## src/rtl/blackjack_pkg.sv

```systemverilog
// Shared constants, state encoding and index-to-card mapping for the card dealer.
package blackjack_pkg;

    localparam int DECK_SIZE  = 52;
    localparam int SUIT_SIZE  = 13;
    localparam int FACE_VALUE = 10;

    // Galois feedback mask for taps 16,14,13,11 (right-shifting form).
    localparam logic [15:0] LFSR_TAPS = 16'hB400;

    // Fixed-width copies of the deck constants.
    localparam logic [5:0] DECK_SIZE_6 = 6'd52;
    localparam logic [5:0] LAST_IDX_6  = 6'd51;

    typedef enum logic [1:0] {
        DLR_IDLE   = 2'd0,
        DLR_SEARCH = 2'd1,
        DLR_DONE   = 2'd2
    } dlr_state_t;

    // Fold a raw 6-bit random value (0..63) into the deck range 0..51.
    function automatic logic [5:0] wrap_idx(input logic [5:0] raw);
        return (raw >= DECK_SIZE_6) ? (raw - DECK_SIZE_6) : raw;
    endfunction

    // Suit is the deck index divided by 13, done as a compare chain.
    function automatic logic [1:0] idx_to_suit(input logic [5:0] idx);
        if (idx >= 6'd39)      return 2'd3;
        else if (idx >= 6'd26) return 2'd2;
        else if (idx >= 6'd13) return 2'd1;
        else                   return 2'd0;
    endfunction

    // Rank is (index mod 13) + 1, done as a compare/subtract chain.
    function automatic logic [3:0] idx_to_rank(input logic [5:0] idx);
        logic [5:0] rem;
        rem = idx;
        if (idx >= 6'd39)      rem = idx - 6'd39;
        else if (idx >= 6'd26) rem = idx - 6'd26;
        else if (idx >= 6'd13) rem = idx - 6'd13;
        return rem[3:0] + 4'd1;
    endfunction

    // BlackJack value: ace counts 1 here, picture cards count 10.
    function automatic logic [3:0] rank_to_value(input logic [3:0] rank);
        return (rank > 4'(FACE_VALUE)) ? 4'(FACE_VALUE) : rank;
    endfunction

endpackage

```

## src/rtl/card_dealer_lfsr16.sv

```systemverilog
// Free-running Galois LFSR; falls back to the seed if it ever reaches zero.
module lfsr16
    import blackjack_pkg::*;
#(
    parameter int              LFSR_W = 16,
    parameter logic [LFSR_W-1:0] SEED = 16'hACE1
) (
    input  logic       clk,
    input  logic       rst_n,
    output logic [5:0] sample
);

    logic [LFSR_W-1:0] lfsr;

    // Advance every cycle; a zero state would lock up, so reload the seed instead.
    always_ff @(posedge clk or negedge rst_n) begin
        if (!rst_n) begin
            lfsr <= SEED;
        end else if (lfsr == '0) begin
            lfsr <= SEED;
        end else if (lfsr[0]) begin
            lfsr <= (lfsr >> 1) ^ LFSR_TAPS[LFSR_W-1:0];
        end else begin
            lfsr <= lfsr >> 1;
        end
    end

    assign sample = lfsr[5:0];

endmodule

```

## src/rtl/card_dealer.sv

```systemverilog
// Deals cards without repetition from a single 52-card deck.
// Handshake: a one-cycle i_Req pulse is accepted only in IDLE with cards left;
// o_Busy then stays high until and including the single o_Valid cycle, and
// requests seen while busy are dropped. i_Shuffle overrides everything.
module card_dealer
    import blackjack_pkg::*;
#(
    parameter int               LFSR_W = 16,
    parameter logic [LFSR_W-1:0] SEED  = 16'hACE1
) (
    input  logic       inclk0,
    input  logic       i_Reset,
    input  logic       i_Shuffle,
    input  logic       i_Req,
    output logic       o_Busy,
    output logic       o_Valid,
    output logic [3:0] o_Card,
    output logic [3:0] o_Rank,
    output logic [1:0] o_Suit,
    output logic [5:0] o_CardsLeft,
    output logic       o_DeckEmpty,
    output logic [1:0] dbg_state
);

    dlr_state_t  state;
    dlr_state_t  state_next;
    logic [51:0] mask;
    logic [5:0]  idx;
    logic [5:0]  cards_left;
    logic [3:0]  card_r;
    logic [3:0]  rank_r;
    logic [1:0]  suit_r;
    logic [5:0]  lfsr_sample;

    logic        load_idx;
    logic        step_idx;
    logic        take_card;
    logic        clear_deck;

    lfsr16 #(
        .LFSR_W (LFSR_W),
        .SEED   (SEED)
    ) u_lfsr (
        .clk    (inclk0),
        .rst_n  (i_Reset),
        .sample (lfsr_sample)
    );

    // State register.
    always_ff @(posedge inclk0 or negedge i_Reset) begin
        if (!i_Reset) begin
            state <= DLR_IDLE;
        end else begin
            state <= state_next;
        end
    end

    // Next-state and datapath controls; shuffle aborts any draw in progress.
    always_comb begin
        state_next = state;
        load_idx   = 1'b0;
        step_idx   = 1'b0;
        take_card  = 1'b0;
        clear_deck = i_Shuffle;
        if (i_Shuffle) begin
            state_next = DLR_IDLE;
        end else begin
            case (state)
                DLR_IDLE: begin
                    if (i_Req && (cards_left != 6'd0)) begin
                        load_idx   = 1'b1;
                        state_next = DLR_SEARCH;
                    end
                end
                DLR_SEARCH: begin
                    if (mask[idx]) begin
                        step_idx = 1'b1;
                    end else begin
                        take_card  = 1'b1;
                        state_next = DLR_DONE;
                    end
                end
                DLR_DONE: begin
                    state_next = DLR_IDLE;
                end
                default: begin
                    state_next = DLR_IDLE;
                end
            endcase
        end
    end

    // Probe index: random start, then linear walk with wrap at the deck end.
    always_ff @(posedge inclk0 or negedge i_Reset) begin
        if (!i_Reset) begin
            idx <= 6'd0;
        end else if (load_idx) begin
            idx <= wrap_idx(lfsr_sample);
        end else if (step_idx) begin
            idx <= (idx == LAST_IDX_6) ? 6'd0 : idx + 6'd1;
        end
    end

    // Deck mask and remaining-card counter.
    always_ff @(posedge inclk0 or negedge i_Reset) begin
        if (!i_Reset) begin
            mask       <= '0;
            cards_left <= DECK_SIZE_6;
        end else if (clear_deck) begin
            mask       <= '0;
            cards_left <= DECK_SIZE_6;
        end else if (take_card) begin
            mask[idx]  <= 1'b1;
            cards_left <= cards_left - 6'd1;
        end
    end

    // Card outputs are captured on the winning probe and held until the next draw.
    always_ff @(posedge inclk0 or negedge i_Reset) begin
        if (!i_Reset) begin
            card_r <= 4'd0;
            rank_r <= 4'd0;
            suit_r <= 2'd0;
        end else if (take_card) begin
            rank_r <= idx_to_rank(idx);
            card_r <= rank_to_value(idx_to_rank(idx));
            suit_r <= idx_to_suit(idx);
        end
    end

    assign o_Busy      = (state != DLR_IDLE);
    assign o_Valid     = (state == DLR_DONE);
    assign o_Card      = card_r;
    assign o_Rank      = rank_r;
    assign o_Suit      = suit_r;
    assign o_CardsLeft = cards_left;
    assign o_DeckEmpty = (cards_left == 6'd0);
    assign dbg_state   = state;

endmodule

```

## config.mk

```make
export PLATFORM = sky130hd
export DESIGN_NAME = card_dealer
export DESIGN_NICKNAME = d
export VERILOG_FILES = /design/src/rtl/blackjack_pkg.sv /design/src/rtl/card_dealer_lfsr16.sv /design/src/rtl/card_dealer.sv
export SDC_FILE = /design/constraint.sdc
export NUM_CORES = 1
export LEC_CHECK = 0
export CORE_UTILIZATION = 65
export CTS_CLUSTER_SIZE = 12
export DETAILED_ROUTE_END_ITERATION = 16
export GPL_ROUTABILITY_DRIVEN = 0
export GPL_TIMING_DRIVEN = 0
export PLACE_DENSITY_LB_ADDON = 0.05
export SYNTH_ARGS = -nofsm -noshare
export SYNTH_HDL_FRONTEND = slang
export SYNTH_SLANG_ARGS = --single-unit
```

## constraint.sdc

```tcl
create_clock -name inclk0 -period 4.2 [get_ports inclk0]
set_clock_uncertainty 0.1 [all_clocks]
set_input_delay 1.05 -clock inclk0 [delete_from_list [all_inputs] [get_ports inclk0]]
set_output_delay 1.05 -clock inclk0 [all_outputs]
set_load 0.03 [all_outputs]
```

==> results.cfg <==
[clock_tree]
cts_tree = built
clk_path_buf_depth = 2
clockRootBuffer = clkbuf_8
numClockSinks = 92
clkTransAtPathRegs_ns = 0.10
htreeDepth = 3
cts_resized = 0
clock_latency_ns = 0.37
post_cts_buffers = 0
hold_buffers = 0
numCtsBuffers = 9

[detailed_routing]
dr.max_layer_used = met4
wl_met2_mm = 5.98
ant_nets = 0
routed_wl_mm = 12.0
drtIter0Drc = 374
via_count = 3893
drtPass1Iterations = 5
drt-met1-wl_mm = 4.89
drcViolationCount = 0
wl_per_cell_um = 19.2
wl_met3_um = 582
viasPerCell = 6.22

[grt]
grt_pass1_vias = 3924
antenna_found_initial = 0
grt_max_degree = 53
grt.overflow.total = 0
grt_use_total_pct = 33.4
grt_pass1_wl_mm = 19.4

[place]
post_dp_cell_area_um2 = 5310
dpl.cell_count = 610
hpwlAfterDp_mm = 8.16
dp_worst_setup_slack_ns = 0.876
portBuffers = 24

[die]
fp.coreArea_um2 = 7290
num_io_pins = 25
die_y_um = 89.0
fp.dieArea_um2 = 7930
fp-row-count = 31
start_util_pct = 67.5
die_w_um = 89.0

[finish]
fill_cells = 543
final_cell_area_um2 = 5540
num_antenna_cells = 0
utilization_pct = 75.9
nNetsFinal = 541
stdcell_count = 626
final_common_cell = dfrtp_1
layout-drive-gt1-share_pct = 15.2
syn2layout_area_growth_pct = 12.5
multiInputGateArea_um2 = 2200
layout_common_cells = dfrtp_1 (81), inv_1 (61), nand2_1 (40)
seqCellArea_um2 = 2320

[synthesis]
synthFlopType = dfrtp_1
synthesis.instances = 486
yosys_warnings = 0
synth-edff-count = 0
ys_ff_latch = 92
avgSynthCellArea_um2 = 10.1
synth_top_area_share_pct = 41.2
ys_async_sr_fraction_pct = 100
yosysSeqAreaShare_pct = 47.0
yosys.area.top_type = dfrtp_1
synth.area.top_cells = dfrtp_1 (41%), o22ai_2 (6.6%), dfstp_2 (5.9%), inv_1 (4.7%), ha_1 (3.8%)
netlist_area_um2 = 4920
syn-num-nets = 505
synth.distinct_cells = 64

[critical_path]
startpoint_type = flip-flop
r2r_slack_ns = 0.80
reg2regPathDepth = 12
r2r-end = o_Card[0]
path_class = reg -> reg
r2r-start = idx[1]
cp.arrival_ns = 3.57
worst_ep_required_time_ns = 4.38
crit_path_end_kind = flip-flop
cp_max_fo = 10

[power_and_ir_drop]
p_leak_nw = 2.28
swShare_pct = 39.7
totalPowerFinal_mw = 2.94
netSwitchingPower_mw = 1.17
combPwrFrac_pct = 42.0
p_per_area_nw_per_um2 = 531
p_clk_share_pct = 23.0
intPower_mw = 1.77
peakVddDrop_mv = 0.508
p_seq_share_pct = 35.1

[sta]
period_share_pct = 80.8
slew_viol_final = 0
worst_pin_slew_ns = 0.768
finalWorstSetupSlack_ns = 0.805
period_needed_ns = 3.40
max-slew-margin-rel_pct = 48.8
final.setup.tns_ns = 0
setup_viol = 0
hold_slack_ns = 0.381
rsz0062_at_grt = false
hold_viol = 0
max_freq_mhz = 295

[run_status]
status = finished clean

[worst_hold_path]
min_to = u_lfsr.lfsr[14]
hold_path.class = reg -> reg
min_from = u_lfsr.lfsr[15]
whs_path_depth = 1

[run]
cap_violations = 0
-- critical path, cell delays in order, from the launching register on --
cell and delay (ns):
dfrtp_1 0.54, buf_6 0.24, inv_1 0.19, ha_1 0.26
nor2b_1 0.14, o21ai_0 0.35, o211ai_2 0.18, xnor2_1 0.28
inv_1 0.14, ha_1 0.23, xor2_1 0.30, a21oi_1 0.14
o31ai_1 0.21
-- state kept, by name, indices dropped and copies added (netlist names) --
name	count
dbg_state	2
idx	6
mask	52
o_Card	4
o_CardsLeft	6
o_Rank	4
o_Suit	2
u_lfsr.lfsr	16
-- how the worst max path moves through the flow --
| stage | slack, ns | from | depth (start not counted) | end |
|---|---|---|---|---|
| detailed placement | 0.88 | i_Shuffle | 7 | mask[19] |
| global route | 0.57 | idx[1] | 12 | o_Card[0] |
| global placement | -1.24 | i_Reset | 1 | o_Rank[2] |
| floorplan | 1.41 | idx[1] | 11 | o_Card[3] |
| finish | 0.80 | idx[1] | 12 | o_Card[0] |
| CTS | 0.87 | idx[1] | 12 | o_Card[0] |
-- Yosys cell counts (all sizes together), types with 7 or more instances --
master / count
clkbuf: 21
nor3: 7
or3: 8
o21ai: 14
nand3: 8
inv: 61
nor2b: 8
nand2: 40
buf: 14
dfstp: 11
dfrtp: 81
nand2b: 17
mux2i: 11
a21oi: 8
ha: 15
a31oi: 8
o22ai: 46
nor2: 22
-- final cells by class --
class / count / share of cell area, %
Buffer: 35 / 3.10
Clock buffer: 10 / 2.49
Clock inverter: 6 / 1.56
Inverter: 62 / 4.20
Multi-Input combinational cell: 297 / 39.8
Sequential cell: 92 / 41.8
Tap cell: 99 / 2.24
Timing Repair Buffer: 25 / 4.79
-- cells by family after synthesis --
family          synth area share (%)
simple gates                    14.0
fa+ha+maj                       3.81
compound gates                  20.4
buf+inv                         8.21
xor+xnor                        1.25
mux                             5.29
flops                           47.0
-- power by group through the flow --
stage / clock network (mW) / logic, mW / registers (mW)
final: 0.675 / 1.23 / 1.03
after global routing: 0.712 / 1.33 / 1.04
after detailed placement: 0 / 1.21 / 1.05
after global placement: 0 / 1.17 / 1.04
after CTS: 0.670 / 1.22 / 1.03
after floorplan: 0 / 0.729 / 1.14
-- per-layer routing --
layer | vias up | global-route usage [%]
li1 | 1776 | -
met1 | 1926 | 41.3
met2 | 141 | 56.2
met3 | 50 | 4.71
met4 | 0 | 20.2
met5 | - | 0
No activity file was read; power rests on OpenSTA's default activity.
